<file path="src/rtl/uart_send_pkg.sv">
// uart_send_pkg: shared constants for the UART transmitter.
//   TX_* : transmitter FSM state encodings
//   cw() : counter width helper, never narrower than 1 bit
package uart_send_pkg;

    localparam logic [1:0] TX_IDLE     = 2'd0;
    localparam logic [1:0] TX_STARTBIT = 2'd1;
    localparam logic [1:0] TX_DATABIT  = 2'd2;
    localparam logic [1:0] TX_STOPBIT  = 2'd3;

    // $clog2(1) is 0, which would give a zero-width counter.
    function automatic int cw(input int n);
        return (n > 1) ? $clog2(n) : 1;
    endfunction

endpackage

</file>
<file path="src/rtl/uart_send_if.sv">
// uart_send_if: host-side toggle handshake of the UART transmitter.
//   data : word to send, stable while req != ack
//   req  : host toggles to request a transmission
//   ack  : follows req once the word is sent or aborted
//   busy : high while a frame is on the line
// Modports: master = host logic, slave = uart_send.
interface uart_send_if #(parameter int DATABITS = 8);
    logic [DATABITS-1:0] data;
    logic                req;
    logic                ack;
    logic                busy;

    modport master (output data, req, input  ack, busy);
    modport slave  (input  data, req, output ack, busy);
endinterface

</file>
<file path="src/rtl/uart_send_sync2.sv">
// uart_send_sync2: two-flop synchronizer for an asynchronous input.
//   clk, reset_n : clock, async active-low reset
//   i_d          : asynchronous input
//   o_q          : synchronized output
// RST_VAL sets the value both flops take in reset.
module uart_send_sync2 #(
    parameter logic RST_VAL = 1'b0
) (
    input  logic clk,
    input  logic reset_n,
    input  logic i_d,
    output logic o_q
);
    logic r_meta;
    logic r_q;

    always_ff @(posedge clk or negedge reset_n) begin
        if (!reset_n) begin
            r_meta <= RST_VAL;
            r_q    <= RST_VAL;
        end else begin
            r_meta <= i_d;
            r_q    <= r_meta;
        end
    end

    assign o_q = r_q;
endmodule

</file>
<file path="src/rtl/uart_send.sv">
// uart_send: UART transmitter. Takes one word per req/ack toggle handshake
// and sends start bit, DATABITS data bits LSB first, STOPBITS stop bits,
// each bit BAUDDIV clk cycles long. A frame only starts while cts is low.
//   clk, reset_n : clock, async active-low reset
//   soft_reset   : synchronous abort of the frame in flight
//   bus          : handshake (data, req in; ack, busy out)
//   tx           : serial line, idle high
//   cts          : asynchronous peer hold-off, 1 = do not start
module uart_send
    import uart_send_pkg::*;
#(
    parameter int DATABITS = 8,
    parameter int BAUDDIV  = 12,
    parameter int STOPBITS = 1
) (
    input  logic       clk,
    input  logic       reset_n,
    input  logic       soft_reset,
    uart_send_if.slave bus,
    output logic       tx,
    input  logic       cts
);
    localparam int SW = cw(BAUDDIV);
    localparam int BW = cw(DATABITS);
    localparam int PW = cw(STOPBITS * BAUDDIV);

    localparam logic [SW-1:0] SUB_LAST  = SW'(BAUDDIV - 1);
    localparam logic [BW-1:0] BIT_LAST  = BW'(DATABITS - 1);
    localparam logic [PW-1:0] STOP_LAST = PW'(STOPBITS * BAUDDIV - 1);

    logic [1:0]          r_state;
    logic [DATABITS-1:0] r_shift;
    logic [SW-1:0]       r_sub;
    logic [BW-1:0]       r_bit;
    logic [PW-1:0]       r_stop;
    logic                r_ack;
    logic                r_busy;
    logic                r_tx;
    logic                w_cts_s;

    // Resets to 1: nothing goes out until the peer has been seen clear.
    uart_send_sync2 #(.RST_VAL(1'b1)) u_cts_sync (
        .clk     (clk),
        .reset_n (reset_n),
        .i_d     (cts),
        .o_q     (w_cts_s)
    );

    always_ff @(posedge clk or negedge reset_n) begin
        if (!reset_n) begin
            r_state <= TX_IDLE;
            r_shift <= '0;
            r_sub   <= '0;
            r_bit   <= '0;
            r_stop  <= '0;
            r_ack   <= 1'b0;
            r_busy  <= 1'b0;
            r_tx    <= 1'b1;
        end else if (soft_reset) begin
            // Abort acknowledges the word; in IDLE it also blocks a start.
            if (r_state != TX_IDLE) begin
                r_state <= TX_IDLE;
                r_tx    <= 1'b1;
                r_busy  <= 1'b0;
                r_ack   <= bus.req;
            end
        end else begin
            case (r_state)
                TX_IDLE: begin
                    if ((bus.req != r_ack) && !w_cts_s) begin
                        r_shift <= bus.data;
                        r_tx    <= 1'b0;
                        r_busy  <= 1'b1;
                        r_sub   <= '0;
                        r_bit   <= '0;
                        r_state <= TX_STARTBIT;
                    end
                end
                TX_STARTBIT: begin
                    if (r_sub == SUB_LAST) begin
                        r_sub   <= '0;
                        r_tx    <= r_shift[0];
                        r_shift <= r_shift >> 1;
                        r_state <= TX_DATABIT;
                    end else begin
                        r_sub <= r_sub + 1'b1;
                    end
                end
                TX_DATABIT: begin
                    if (r_sub == SUB_LAST) begin
                        r_sub <= '0;
                        if (r_bit == BIT_LAST) begin
                            r_tx    <= 1'b1;
                            r_stop  <= '0;
                            r_state <= TX_STOPBIT;
                        end else begin
                            r_tx    <= r_shift[0];
                            r_shift <= r_shift >> 1;
                            r_bit   <= r_bit + 1'b1;
                        end
                    end else begin
                        r_sub <= r_sub + 1'b1;
                    end
                end
                TX_STOPBIT: begin
                    if (r_stop == STOP_LAST) begin
                        r_ack   <= bus.req;
                        r_busy  <= 1'b0;
                        r_state <= TX_IDLE;
                    end else begin
                        r_stop <= r_stop + 1'b1;
                    end
                end
                default: r_state <= TX_IDLE;
            endcase
        end
    end

    assign tx       = r_tx;
    assign bus.ack  = r_ack;
    assign bus.busy = r_busy;
endmodule

</file>
<file path="src/flat_wrapper.sv">
// flat-port wrapper written by rule: the top's interface ports become plain ports
module uart_send_flat import uart_send_pkg::*;
#(
    parameter int DATABITS = 8,
    parameter int BAUDDIV  = 12,
    parameter int STOPBITS = 1
)
  (clk, reset_n, soft_reset, tx, cts, bus_data, bus_req, bus_ack, bus_busy);
  uart_send_if #(.DATABITS(DATABITS)) bus_i ();
  input  logic clk;
  input  logic reset_n;
  input  logic soft_reset;
  output logic tx;
  input  logic cts;
  input wire logic [$bits(bus_i.data)-1:0] bus_data;
  input wire logic [$bits(bus_i.req)-1:0] bus_req;
  output wire logic [$bits(bus_i.ack)-1:0] bus_ack;
  output wire logic [$bits(bus_i.busy)-1:0] bus_busy;
  assign bus_i.data = bus_data;
  assign bus_i.req = bus_req;
  assign bus_ack = bus_i.ack;
  assign bus_busy = bus_i.busy;
  uart_send #(.DATABITS(DATABITS), .BAUDDIV(BAUDDIV), .STOPBITS(STOPBITS)) u_core (.clk(clk), .reset_n(reset_n), .soft_reset(soft_reset), .bus(bus_i), .tx(tx), .cts(cts));
endmodule
</file>
<file path="config.mk">
export PLATFORM = sky130hd
export DESIGN_NAME = uart_send_flat
export DESIGN_NICKNAME = d
export VERILOG_FILES = /design/src/rtl/uart_send_pkg.sv /design/src/rtl/uart_send_if.sv /design/src/rtl/uart_send_sync2.sv /design/src/rtl/uart_send.sv /design/src/flat_wrapper.sv
export SDC_FILE = /design/constraint.sdc
export NUM_CORES = 1
export LEC_CHECK = 0
export CAP_MARGIN = 40
export CORE_ASPECT_RATIO = 1.25
export CORE_MARGIN = 4
export CORE_UTILIZATION = 55
export DETAILED_ROUTE_END_ITERATION = 8
export PLACE_DENSITY_LB_ADDON = 0.12
export SLEW_MARGIN = 30
export SYNTH_ARGS = -nofsm -noshare
export SYNTH_HDL_FRONTEND = slang
export SYNTH_HIERARCHICAL = 1
export SYNTH_SLANG_ARGS = --single-unit
</file>
<file path="constraint.sdc">
create_clock -name clk -period 2.75 [get_ports clk]
set_clock_uncertainty 0.1 [all_clocks]
set_input_delay 0.55 -clock clk [delete_from_list [all_inputs] [get_ports clk]]
set_output_delay 0.55 -clock clk [all_outputs]
set_load 0.05 [all_outputs]
</file>
==> results.ini <==
[synthesis]
synth_area_leaders=dfrtp_1 37%, mux2_2 13%, ha_1 6.4%, dfstp_2 5.0%, nand2_1 2.9%
synthMostInstantiatedCell=dfrtp_1
synth_edf_count=0
yosysWarnings=6
synthArstFlopShare_pct=100
syn_area_um2=1570
synth_common_cells=23 x dfrtp_1, 18 x mux2_2, 12 x nand2_1, 10 x inv_1, 10 x nor2_1
synth_ff_type=dfrtp_1
avgSynthCellArea_um2=10.5
yosysTopAreaCellShare_pct=36.7
synth_cell_types=43
syn_inst=150
syn-num-nets=171
synth-seq-cells=26
yosys.area.top_type=dfrtp_1
seq_area_frac_synth_pct=41.7

[detailed_routing]
drc_errors=0
wire_per_inst_um=15.1
drtAntennaViolNets=0
drt-initial-drc-count=63
drt-vias-per-instance=5.94
dr.pass1.iters=4
vias=1188
wirelength_um=3020

[power]
irDropWorstVdd_mv=0.584
leakagePower_nw=0.772
power_per_cell_area_nw_per_um2=759
fin_total_pwr_mw=1.36

[place]
gp_congestion=0.863
pre_cts_ws_ns=0.295
hpwl_um=2300
io_buffers=15

[grt]
grt_max_degree=27
antenna_found_initial=0
grt_pass1_vias=1220
grt_usage_pct=18.2
grt_pass1_wl_um=5340
grt_remaining_overflow=0

[timing]
rsz0062_at_grt=false
setup_tns_ns=0
maxSlewHeadroom_pct=65.1
max_freq_ghz=0.430
min_period_ns=2.32
period_share_pct=84.5
finalMaxSlewViolations=0
hold_violations=0
tightest_slew_ns=0.523
setup_viol_count_final=0
worst_slack_ns=0.427

[run]
max_cap_viol_count=0

[layout]
multi_input_comb_area_um2=858
area_growth_pct=14.4
seqCellArea_um2=654
nets=188
n_antenna_cell=0
drive_above_1_share_pct=23.5
fillerInstances=216

[clock_network]
post-cts-setup-buffers=0
cts_resized=0
cts_buffers=3
cts_sinks=26
cts.clk_slew.worst_paths_ns=0.13
tritoncts=yes
cts_buffer_depth=2
hold_buffers=0
clk_latency_ns=0.31
htreeDepth=1
root_buffer=clkbuf_4

[floorplanning]
rows=21
ios=16
coreArea_um2=2710
start_util_pct=58.0
fp.dieW_um=55.8
fp.dieH_um=67.7
design.die.area_um2=3780

[setup_path]
crit_buf_inv=1
cp_cell_sequence=clkdlybuf4s50_1
critPathSlowestCell=clkdlybuf4s50_1
cp-end-kind=output pin
path_class=reg -> out
critPathArrivalTime_ns=1.67
critical_path.max_stage_delay_ns=0.80
crit_path_start_kind=flip-flop
cp.required_ns=2.10
path_max_fanout=2
cp_top_family=buffers and inverters

[status]
status=completed

[hold_path]
hp-class=reg -> reg

## layout make-up
type / instances / area share, %
inverters: 10 / 2.09
well taps: 34 / 2.37
clock buffers: 4 / 2.02
multi-input cells: 109 / 47.8
flip-flops and latches: 26 / 36.5
repair buffers: 17 / 9.21
## kinds of logic after synthesis
logic type                 share of synthesized area, %
buffers and inverters                              3.59
xor gates and xnor gates                           1.04
DFF                                                41.7
AOI/OAI and AO/OA                                  16.5
and+or+nand+nor                                    17.2
adders and majority gates                          6.38
muxes                                              13.6
## report_power, final
part           internal [mW]  switching (mW)  total [mW]
combinational          0.278           0.323       0.601
sequential             0.497          0.0735       0.571
clock                 0.0809           0.109       0.190
## routing by layer
metal	global-route usage, %	wire length, um	part of all wire (%)	vias up
met3	2.49	111	3.7	6
met2	33.1	1530	51	28
met4	9.73	45	1.5	0
met1	21.0	1330	44	566
met5	0	0	0	-
li1	-	-	-	588
## final timing paths
path / startpoint / depth (start not counted) / endpoint / slack (ns)
worst max-delay path: u_core/tx / 1 / tx / 0.43
worst min-delay path: u_core/u_cts_sync/r_meta / 0 / u_core/u_cts_sync/o_q / 0.27
worst max register to register: u_core/r_state[0] / 5 / u_core/r_shift[1] / 0.48
worst min register to register: u_core/u_cts_sync/r_meta / 0 / u_core/u_cts_sync/o_q / 0.27
max in group asynchronous: reset_n / 2 / u_core/u_cts_sync/o_q / 1.77
min in group asynchronous: reset_n / 2 / u_core/r_shift[3] / 0.48
## state kept, by name, indices dropped and copies added (netlist names)
signal	cells
u_core/bus.ack	1
u_core/r_sub	4
u_core/bus.busy	1
u_core/u_cts_sync/o_q	1
u_core/r_shift	8
u_core/r_bit	3
u_core/tx	1
u_core/u_cts_sync/r_meta	1
u_core/r_stop	4
u_core/r_state	2
## cell usage in the layout (no fill, tap or decap), types with 2 or more instances in the layout
cell type | Yosys | routed
nor3_1 | 4 | 4
clkdlybuf4s50_1 | 0 | 15
clkbuf_4 | 0 | 3
mux2_2 | 18 | 18
nor2_1 | 10 | 10
ha_1 | 8 | 8
nor2b_1 | 2 | 2
a21oi_1 | 4 | 4
nand3b_1 | 4 | 4
nand2_1 | 12 | 12
or3_1 | 2 | 2
o22ai_1 | 2 | 2
inv_1 | 10 | 10
dfstp_2 | 3 | 3
nand3_1 | 3 | 3
dfrtp_1 | 23 | 23
nand4_1 | 4 | 4
a22o_1 | 3 | 3
o221ai_1 | 3 | 3
o21ai_0 | 6 | 6
buf_4 | 0 | 2
## per-stage QoR
stage	cells	area (um2)	util, %	hold slack [ns]
after floorplan	150	1570	-	0.154
after CTS	200	1790	66.3	0.269
after detailed placement	196	1760	65.0	0.249
after global placement	196	1760	65.0	0.246
after global routing	200	1790	66.3	0.274
final	200	1790	66.3	0.268
No activity file was read; power rests on OpenSTA's default activity.
